$ cat src/rtl/aon_rtc_pkg.sv
// Shared register addresses, CFG field positions and reset constants for the AON RTC.
package aon_rtc_pkg;

  localparam logic [2:0] RTC_CFG    = 3'd0;
  localparam logic [2:0] RTC_CNT_LO = 3'd1;
  localparam logic [2:0] RTC_CNT_HI = 3'd2;
  localparam logic [2:0] RTC_S      = 3'd3;
  localparam logic [2:0] RTC_CMP    = 3'd4;

  localparam int CFG_SCALE_LSB = 0;
  localparam int CFG_EN_BIT    = 12;
  localparam int CFG_IP_BIT    = 28;

  localparam logic [31:0] CMP_RST = 32'hFFFF_FFFF;

endpackage

$ cat src/rtl/aon_rtc_counter.sv
// AON real-time counter: free-running 48-bit count with power-of-two prescale,
// 32-bit compare producing a level interrupt, and a small synchronised register port.
module aon_rtc_counter
  import aon_rtc_pkg::*;
#(
  parameter int CNT_W   = 48,
  parameter int CMP_W   = 32,
  parameter int SCALE_W = 4
) (
  input  logic             clk_in,
  input  logic             rst,
  input  logic             reg_wr,
  input  logic             reg_rd,
  input  logic [2:0]       reg_addr,
  input  logic [CMP_W-1:0] reg_wdata,
  output logic [CMP_W-1:0] reg_rdata,
  output logic             reg_rvalid,
  output logic             rtc_tick,
  output logic             irq
);

  logic [CNT_W-1:0]   count_q, count_d, count_inc, shifted, tick_mask;
  logic [CMP_W-1:0]   s, cmp_q, cmp_d, rdata_q, rdata_d, cfg_rd;
  logic [SCALE_W-1:0] scale_q, scale_d;
  logic               en_q, en_d, irq_q, irq_d, tick_q, tick_d, rvalid_q, rvalid_d;
  logic               wr_lo, wr_hi;

  always_comb begin
    count_inc = count_q + CNT_W'(1);
    shifted   = count_q >> scale_q;
    s         = shifted[CMP_W-1:0];
    tick_mask = (CNT_W'(1) << scale_q) - CNT_W'(1);
    wr_lo     = reg_wr && (reg_addr == RTC_CNT_LO);
    wr_hi     = reg_wr && (reg_addr == RTC_CNT_HI);

    // A software write to either half of the count suppresses that cycle's increment.
    count_d = en_q ? count_inc : count_q;
    if (wr_lo || wr_hi) begin
      count_d = count_q;
      if (wr_lo) count_d[31:0] = reg_wdata;
      if (wr_hi) count_d[CNT_W-1:32] = reg_wdata[CNT_W-33:0];
    end

    tick_d = en_q && !(wr_lo || wr_hi) && ((count_inc & tick_mask) == '0);
    irq_d  = (s >= cmp_q);

    scale_d = scale_q;
    en_d    = en_q;
    if (reg_wr && (reg_addr == RTC_CFG)) begin
      scale_d = reg_wdata[CFG_SCALE_LSB +: SCALE_W];
      en_d    = reg_wdata[CFG_EN_BIT];
    end
    cmp_d = (reg_wr && (reg_addr == RTC_CMP)) ? reg_wdata : cmp_q;

    cfg_rd                                 = '0;
    cfg_rd[CFG_SCALE_LSB +: SCALE_W]       = scale_q;
    cfg_rd[CFG_EN_BIT]                     = en_q;
    cfg_rd[CFG_IP_BIT]                     = irq_q;

    rvalid_d = reg_rd;
    rdata_d  = rdata_q;
    if (reg_rd) begin
      case (reg_addr)
        RTC_CFG:    rdata_d = cfg_rd;
        RTC_CNT_LO: rdata_d = count_q[31:0];
        RTC_CNT_HI: rdata_d = CMP_W'(count_q[CNT_W-1:32]);
        RTC_S:      rdata_d = s;
        RTC_CMP:    rdata_d = cmp_q;
        default:    rdata_d = '0;
      endcase
    end
  end

  always_ff @(posedge clk_in) begin
    if (rst) begin
      count_q  <= '0;
      scale_q  <= '0;
      en_q     <= 1'b0;
      cmp_q    <= CMP_RST;
      irq_q    <= 1'b0;
      tick_q   <= 1'b0;
      rdata_q  <= '0;
      rvalid_q <= 1'b0;
    end else begin
      count_q  <= count_d;
      scale_q  <= scale_d;
      en_q     <= en_d;
      cmp_q    <= cmp_d;
      irq_q    <= irq_d;
      tick_q   <= tick_d;
      rdata_q  <= rdata_d;
      rvalid_q <= rvalid_d;
    end
  end

  assign reg_rdata  = rdata_q;
  assign reg_rvalid = rvalid_q;
  assign rtc_tick   = tick_q;
  assign irq        = irq_q;

endmodule

$ cat config.mk
export PLATFORM = sky130hd
export DESIGN_NAME = aon_rtc_counter
export DESIGN_NICKNAME = d
export VERILOG_FILES = /design/src/rtl/aon_rtc_pkg.sv /design/src/rtl/aon_rtc_counter.sv
export SDC_FILE = /design/constraint.sdc
export NUM_CORES = 1
export LEC_CHECK = 0
export ABC_AREA = 1
export CAP_MARGIN = 30
export CELL_PAD_IN_SITES_DETAIL_PLACEMENT = 0
export CELL_PAD_IN_SITES_GLOBAL_PLACEMENT = 1
export CORE_MARGIN = 2
export CORE_UTILIZATION = 45
export DETAILED_ROUTE_END_ITERATION = 8
export GPL_TIMING_DRIVEN = 0
export PLACE_DENSITY = 0.88
export SYNTH_ARGS = -nofsm -noshare
export SYNTH_HDL_FRONTEND = slang
export SYNTH_SLANG_ARGS = --single-unit
$ cat constraint.sdc
create_clock -name clk_in -period 3.7 [get_ports clk_in]
set_input_delay 0.74 -clock clk_in [delete_from_list [all_inputs] [get_ports clk_in]]
set_output_delay 0.74 -clock clk_in [all_outputs]
set_load 0.05 [all_outputs]
==> key figures, run 1 <==
Status
  • Status: completed

STA
  • Headroom to the max-slew limit: 0.479
  • Max Fclk: 0.284 GHz
  • Actual slew at the worst max-slew pin: 0.781 ns
  • Final Hold Fails: 0
  • Worst hold slack: 0.466 ns
  • Least setup slack across all paths after layout: 0.181 ns
  • Setup repair after global routing missed its margin: false
  • Final sum of negative setup slack: 0 ns
  • Number of failing setup endpoints in the final timing report: 0
  • Share of the clock period used by the worst path: 0.951
  • Final-report max-slew violation count: 0
  • Min Tclk post-route: 3.52 ns
  • Post-Route Skew: 0.0166 ns

Finish
  • Combined flip-flop and latch cell area: 0.00240 sq mm
  • Total Nets Final: 1819
  • Most frequent cells in the layout: sky130_fd_sc_hd__nand2_1, sky130_fd_sc_hd__inv_1, sky130_fd_sc_hd__o21ai_0, sky130_fd_sc_hd__dfxtp_1, sky130_fd_sc_hd__a21oi_1
  • Most common cell after layout, fill and taps aside: sky130_fd_sc_hd__nand2_1
  • Fraction of layout instances using a drive strength above 1: 0.0745
  • Number of non-filler instances in the completed layout: 2039
  • Combined area of the multi-input logic cells: 0.00638 sq mm
  • Count of filler cells inserted in the layout: 2317
  • Relative area change from synthesis to final layout: 16.8%

Synthesis
  • Number of instances in the synthesized netlist: 1654
  • Synthesized cell area: 0.00981 sq mm
  • Simple logic cell fraction of the synthesized area: 0.376
  • Yosys warning count: 0
  • Post-synthesis net count: 1728
  • Dominant register cell in the synthesized netlist: sky130_fd_sc_hd__dfxtp_1
  • Portion of netlist area occupied by mux cells: 0
  • Arithmetic-cell share of the synthesized area counting full adders, half adders and majority gates: 0.0446
  • Share of the synthesized netlist area taken by xor and xnor gates: 0.0186
  • Complex-gate fraction of the synthesized area: 0.210
  • EDFF count, synth: 0
  • Synthesized flop and latch total: 120
  • Share of the yosys chip area belonging to registers: 0.245
  • Asr flop ratio synth: 0
  • Post-Synthesis Mean Instance Area: 5.93 sq um
  • Count of cell types in the netlist: 52
  • Combinational family with the most area after synthesis: simple AND/OR/NAND/NOR gates

Critical path
  • CP Cell Sequence: buf_4 > nand2_1 > clkinv_1 > nand3_1 > inv_1 > a21oi_1 > nand3_1 > ha_1 > nand2_1 > nor2_1 > nand2_1 > nor4_1 > nand4_1 > nand3_1 > nand2_1 > inv_1
  • Critical path type: flip-flop to flip-flop
  • Kind of cell adding the most delay to the critical path: simple AND/OR/NAND/NOR gates
  • Endpoint arrival time on the critical path: 3.90 ns
  • CP peak stage delay: 0.45 ns
  • Worst path required time: 4.08 ns
  • Crit path max fanout: 10
  • Slowest library cell on the worst path: sky130_fd_sc_hd__a21oi_1
  • Type of destination of the critical path: flip-flop
  • Buffers plus inverters on the worst setup path: 4
  • Worst path most repeated cell: sky130_fd_sc_hd__nand2_1
  • Launching point of the worst reg2reg path: scale_q[2]
  • Worst Setup SP: scale_q[2]
  • Setup crit start kind: flip-flop

Drt
  • Count of vias placed by the detailed router: 12172
  • Metal1 wirelength: 19600 um
  • Met2 Routed Length: 19700 um
  • Starting DRC count in detailed routing: 1726
  • Number of design rule violations left after detail routing: 0
  • Detailed-routing iteration count for the pre-antenna-repair pass: 7
  • Post-DR wirelength/cell: 23.9 um
  • Max Used Layer: met5
  • Routed wire length on met3: 6790 um
  • Via-per-instance ratio: 5.97
  • Post-Route WL: 48700 um
  • DRT antenna net count: 0

Global route
  • Vias in the first global route: 11132
  • Total routing usage reported by global routing: 0.427
  • Initial antenna violation count: 1
  • GR Overflow Total: 0
  • Pin count of the biggest net entering global routing: 17
  • Global-route wire length before repair: 70000 um

Power
  • Peak supply drop: 0.000309 V
  • Leakage Power: 0.00492 uW
  • Power per Cell Area: 352 mW/mm^2

CTS
  • Number of buffers added by the clock tree synthesis step: 17
  • Clock tree root buffer cell: sky130_fd_sc_hd__clkbuf_16
  • Buffers inserted during post-CTS setup optimization: 0
  • CTS-repair resized insts: 0
  • Worst skew pair latency: 0.45 ns
  • Max Buffers Root-to-Sink: 2
  • Count of clock tree sinks: 120
  • Clock-pin slew of the registers on the worst-case setup and hold paths: 0.06 ns
  • Clock tree from TritonCTS: yes
  • Cts hold-fix bufs: 0
  • Number of H-tree branching levels: 4

Placement
  • Inst Count DP: 2006
  • Half-perimeter wire length after placement: 39800 um
  • Post-placement setup slack: 0.440 ns
  • Final Wtd Congestion: 1.07
  • Port Buffer Count: 72

Floorplanning
  • Core Region: 0.0216 sq mm
  • Die width: 152 um
  • Effective utilization at floorplan: 0.454
  • Die Height: 152 um
  • Number of core rows: 54
  • Top-Level Pins: 74
  • Overall die area: 0.0230 sq mm

Worst hold path
  • Type of the most critical hold path: flip-flop to flip-flop
  • Startpoint of the lowest-slack hold path: reg_rdata[2]

Flow run
  • Number of max-cap violations: 0
cell families (layout without fill, tap and decap cells):
kind of cell             after synthesis  count (layout)
adder cells (fa/ha/maj)               35              35
buffers and inverters                244             348
XOR/XNOR                              20              20
AO/OA/AOI/OAI                        360             360
flip-flops                           120             120
other                                  0               1
AND/OR/NAND/NOR                      875             875
sequential cells by signal, indices dropped and copies added, names as in the netlist:
signal,count
irq,1
scale_q,4
reg_rvalid,1
en_q,1
reg_rdata,32
rtc_tick,1
count_q,48
cmp_q,32
area by class of cell:
type                            count  share of cell area
Antenna cell                        1            0.000218
Buffer                             85              0.0380
Inverter                          159              0.0523
Timing Repair Buffer               72              0.0629
Tap cell                          280              0.0306
Multi-Input combinational cell   1290               0.556
Sequential cell                   120               0.210
Clock inverter                     15              0.0132
Clock buffer                       17              0.0371
cells in the mapped netlist (4+ instances only):
cell,n,share of area
sky130_fd_sc_hd__nand2_1,571,0.22
sky130_fd_sc_hd__inv_1,147,0.056
sky130_fd_sc_hd__o21ai_0,129,0.066
sky130_fd_sc_hd__dfxtp_1,120,0.24
sky130_fd_sc_hd__a21oi_1,114,0.058
sky130_fd_sc_hd__nor2_1,106,0.041
sky130_fd_sc_hd__nand3_1,101,0.052
sky130_fd_sc_hd__ha_1,35,0.045
sky130_fd_sc_hd__o211ai_1,35,0.027
sky130_fd_sc_hd__buf_2,33,0.017
sky130_fd_sc_hd__o22ai_1,30,0.019
sky130_fd_sc_hd__clkbuf_1,27,0.010
sky130_fd_sc_hd__and2_1,21,0.013
sky130_fd_sc_hd__xor2_1,19,0.017
sky130_fd_sc_hd__a31oi_1,18,0.011
sky130_fd_sc_hd__nor2_2,18,0.011
sky130_fd_sc_hd__nand4_1,16,0.010
sky130_fd_sc_hd__nor3_1,13,0.0066
sky130_fd_sc_hd__buf_1,12,0.0046
sky130_fd_sc_hd__inv_2,8,0.0031
sky130_fd_sc_hd__nand2_2,8,0.0051
sky130_fd_sc_hd__a221oi_1,7,0.0062
sky130_fd_sc_hd__buf_6,7,0.0080
sky130_fd_sc_hd__buf_4,6,0.0046
sky130_fd_sc_hd__a21o_1,5,0.0038
sky130_fd_sc_hd__o21ai_1,5,0.0025
sky130_fd_sc_hd__or2_2,4,0.0025
report_power, final:
group	switching (uW)	total, uW	internal, uW
Clock	763	1720	952
Sequential	102	1450	1350
Combinational	606	864	258
Total	1470	4030	2560
stage by stage:
stage | total power [uW] | utilization | instance area [sq um]
2_1_floorplan | 1930 | - | 9810
3_3_place_gp | 2290 | 0.503 | 10900
3_5_place_dp | 2300 | 0.503 | 10900
4_1_cts | 3970 | 0.530 | 11500
5_1_grt | 4120 | 0.530 | 11500
6_report | 4030 | 0.530 | 11500
routing by layer:
layer	vias up	track usage
met4	2	0.203
met1	5561	0.578
met5	-	0
li1	5640	-
met3	148	0.133
met2	821	0.612
path summary, 6_finish.rpt:
check                       to  slack (ns)  cells after the start
hold / removal    reg_rdata[2]        0.47                      2
setup / recovery           irq        0.18                     16
setup reg to reg           irq        0.18                     16
hold reg to reg   reg_rdata[2]        0.47                      2
worst register-to-register path, delay by kind of cell (launching register included):
family                   cells  cell delay (ns)
AO/OA/AOI/OAI                1             0.45
buffers and inverters        4             0.63
adder cells (fa/ha/maj)      1             0.32
flip-flops                   1             0.30
AND/OR/NAND/NOR             10             1.77
(Power assumes the default switching activity.)
==> run 2: changes to the inputs <==
--- a/config.mk
+++ b/config.mk
@@ -7,13 +7,13 @@
 export LEC_CHECK = 0
 export ABC_AREA = 1
 export CAP_MARGIN = 30
-export CELL_PAD_IN_SITES_DETAIL_PLACEMENT = 0
-export CELL_PAD_IN_SITES_GLOBAL_PLACEMENT = 1
+export CELL_PAD_IN_SITES_DETAIL_PLACEMENT = 1
+export CELL_PAD_IN_SITES_GLOBAL_PLACEMENT = 2
 export CORE_MARGIN = 2
-export CORE_UTILIZATION = 45
+export CORE_UTILIZATION = 34
 export DETAILED_ROUTE_END_ITERATION = 8
 export GPL_TIMING_DRIVEN = 0
-export PLACE_DENSITY = 0.88
+export PLACE_DENSITY = 0.87
 export SYNTH_ARGS = -nofsm -noshare
 export SYNTH_HDL_FRONTEND = slang
 export SYNTH_SLANG_ARGS = --single-unit
==> run 2 against run 1 <==
  * Flip-flop and latch count unchanged
  * Combinational power up 8.1%
  * First-iteration DRC count down 22%
  * Critical path depth up 3
  * Global-route usage down 5.1 points
  * Fmax down 0.99%
  * Largest power group unchanged
==> key figures, run 2 (synthesis gave the netlist of run 1 again) <==
Status
  • Status: completed

Finish
  • Fraction of layout instances using a drive strength above 1: 0.0751
  • Post-route cell area: 0.0116 sq mm
  • Final cell utilization of the core: 0.407
  • Relative area change from synthesis to final layout: 18.4%
  • Flip-flop count of the largest register after layout: 48
  • Total Nets Final: 1819
  • Most frequent cells in the layout: sky130_fd_sc_hd__nand2_1, sky130_fd_sc_hd__inv_1, sky130_fd_sc_hd__o21ai_0, sky130_fd_sc_hd__dfxtp_1, sky130_fd_sc_hd__a21oi_1
  • Largest register by flop count: count_q
  • Most common cell after layout, fill and taps aside: sky130_fd_sc_hd__nand2_1

Drt
  • DRT antenna net count: 0
  • Count of vias placed by the detailed router: 12504
  • Post-Route WL: 57400 um
  • Starting DRC count in detailed routing: 1349
  • Number of design rule violations left after detail routing: 0
  • Post-DR wirelength/cell: 26.8 um
  • Via-per-instance ratio: 5.83
  • Detailed-routing iteration count for the pre-antenna-repair pass: 5

Floorplanning
  • Die width: 174 um
  • Core Region: 0.0285 sq mm
  • Die Height: 174 um
  • Overall die area: 0.0302 sq mm
  • Top-Level Pins: 74
  • Effective utilization at floorplan: 0.344
  • Number of core rows: 62

STA
  • Min Tclk post-route: 3.55 ns
  • Final Hold Fails: 0
  • Headroom to the max-slew limit: 0.349
  • Number of failing setup endpoints in the final timing report: 0
  • Setup repair after global routing missed its margin: false
  • Share of the clock period used by the worst path: 0.961
  • Final-report max-slew violation count: 0
  • Max Fclk: 0.281 GHz
  • Actual slew at the worst max-slew pin: 0.976 ns
  • Post-Route Skew: 0.0147 ns
  • Final sum of negative setup slack: 0 ns

CTS
  • Clock tree from TritonCTS: yes
  • Number of H-tree branching levels: 4
  • Count of clock tree sinks: 120
  • Clock tree root buffer cell: sky130_fd_sc_hd__clkbuf_16
  • CTS-repair resized insts: 0
  • Number of buffers added by the clock tree synthesis step: 17
  • Clock-pin slew of the registers on the worst-case setup and hold paths: 0.07 ns
  • Buffers inserted during post-CTS setup optimization: 0
  • Worst skew pair latency: 0.44 ns
  • Max Buffers Root-to-Sink: 2
  • Cts hold-fix bufs: 0

Power
  • Clock network power share: 0.430
  • Leakage Power: 0.00493 uW
  • Seq pwr share: 0.347
  • Peak supply drop: 0.000315 V
  • Power per Cell Area: 360 mW/mm^2
  • Power dissipated by switching net loads: 1550 uW
  • Cell internal power dissipation: 2630 uW
  • Switching portion of total power: 0.370
  • Power share of the combinational group: 0.224

Placement
  • Placed instance area: 0.0110 sq mm
  • Final Wtd Congestion: 1.00
  • Half-perimeter wire length after placement: 46900 um
  • Port Buffer Count: 72

Critical path
  • Type of destination of the critical path: flip-flop
  • Worst path required time: 4.08 ns
  • Flop-to-flop setup slack: 0.15 ns
  • Setup crit start kind: flip-flop
  • Endpoint arrival time on the critical path: 3.93 ns
  • Crit path max fanout: 6
  • Critical path type: flip-flop to flip-flop

Flow run
  • Number of max-cap violations: 0

Global route
  • Initial antenna violation count: 3
  • Pin count of the biggest net entering global routing: 17
  • Total routing usage reported by global routing: 0.376
  • Global-route wire length before repair: 82100 um
  • Vias in the first global route: 11905
  • GR Overflow Total: 0

Worst hold path
  • Type of the most critical hold path: flip-flop to flip-flop
==> run 2: changes by cell type in the layout (fill, tap and decap cells not counted) <==
cell	delta
sky130_fd_sc_hd__dfxtp_1	-1
sky130_fd_sc_hd__clkinvlp_4	-1
sky130_fd_sc_hd__dfxtp_2	+1
sky130_fd_sc_hd__clkinv_2	-1
sky130_fd_sc_hd__clkinv_4	+1
sky130_fd_sc_hd__bufinv_16	+1
==> run 2: path summary, 6_finish.rpt <==
kind / end / depth (start not counted) / startpoint
worst max-delay path: irq / 19 / count_q[28]
worst min-delay path: reg_rdata[14] / 2 / reg_rdata[14]
worst max register to register: irq / 19 / count_q[28]
worst min register to register: reg_rdata[14] / 2 / reg_rdata[14]
==> run 2: metal layers <==
layer  part of all wire  track usage  vias to the layer above
li1                   -            -                     5644
met2               0.43        0.571                      595
met4              0.041        0.140                        4
met3              0.090       0.0724                      118
met1               0.44        0.526                     6143
met5            0.00045            0                        -
==> run 2: layout make-up <==
class,instances,area [sq um]
inverters,159,599
plain buffers,85,435
flip-flops and latches,120,2400
well taps,384,480
clock buffers,17,425
fillers,3959,16900
clock inverters,15,178
diodes,1,2.50
multi-input cells,1290,6380
repair buffers,72,721
==> run 2: critical path, cell delays in order (launching register included) <==
cell	delay, ns
sky130_fd_sc_hd__dfxtp_1	0.58
sky130_fd_sc_hd__inv_1	0.25
sky130_fd_sc_hd__o21ai_0	0.59
sky130_fd_sc_hd__nand2_1	0.12
sky130_fd_sc_hd__nand2_1	0.17
sky130_fd_sc_hd__nand2_1	0.06
sky130_fd_sc_hd__and2_1	0.16
sky130_fd_sc_hd__nand2_1	0.05
sky130_fd_sc_hd__and2_1	0.32
sky130_fd_sc_hd__ha_1	0.18
sky130_fd_sc_hd__nand2_1	0.06
sky130_fd_sc_hd__inv_1	0.06
sky130_fd_sc_hd__nand3_1	0.08
sky130_fd_sc_hd__nor3_1	0.36
sky130_fd_sc_hd__nand2_1	0.10
sky130_fd_sc_hd__nand2_1	0.08
sky130_fd_sc_hd__nand2_1	0.05
sky130_fd_sc_hd__nand3_1	0.09
sky130_fd_sc_hd__nand2_1	0.05
sky130_fd_sc_hd__inv_1	0.06
==> run 2: power groups by stage <==
stage | Sequential (uW) | Clock (uW) | Combinational (uW)
3_3_place_gp | 1470 | 0 | 889
4_1_cts | 1440 | 1800 | 905
3_5_place_dp | 1470 | 0 | 896
2_1_floorplan | 1470 | 0 | 464
5_1_grt | 1450 | 1860 | 987
6_report | 1450 | 1800 | 934
==> run 2: per-stage QoR <==
stage	cells	setup slack [ns]	power, uW	hold slack, ns
after CTS	2142	0.284	4150	0.471
after detailed placement	2110	0.337	2370	0.460
final	2143	0.145	4180	0.469
after global routing	2142	0.0293	4300	0.490
after floorplan	1654	1.41	1930	0.446
after global placement	2110	0.359	2360	0.456
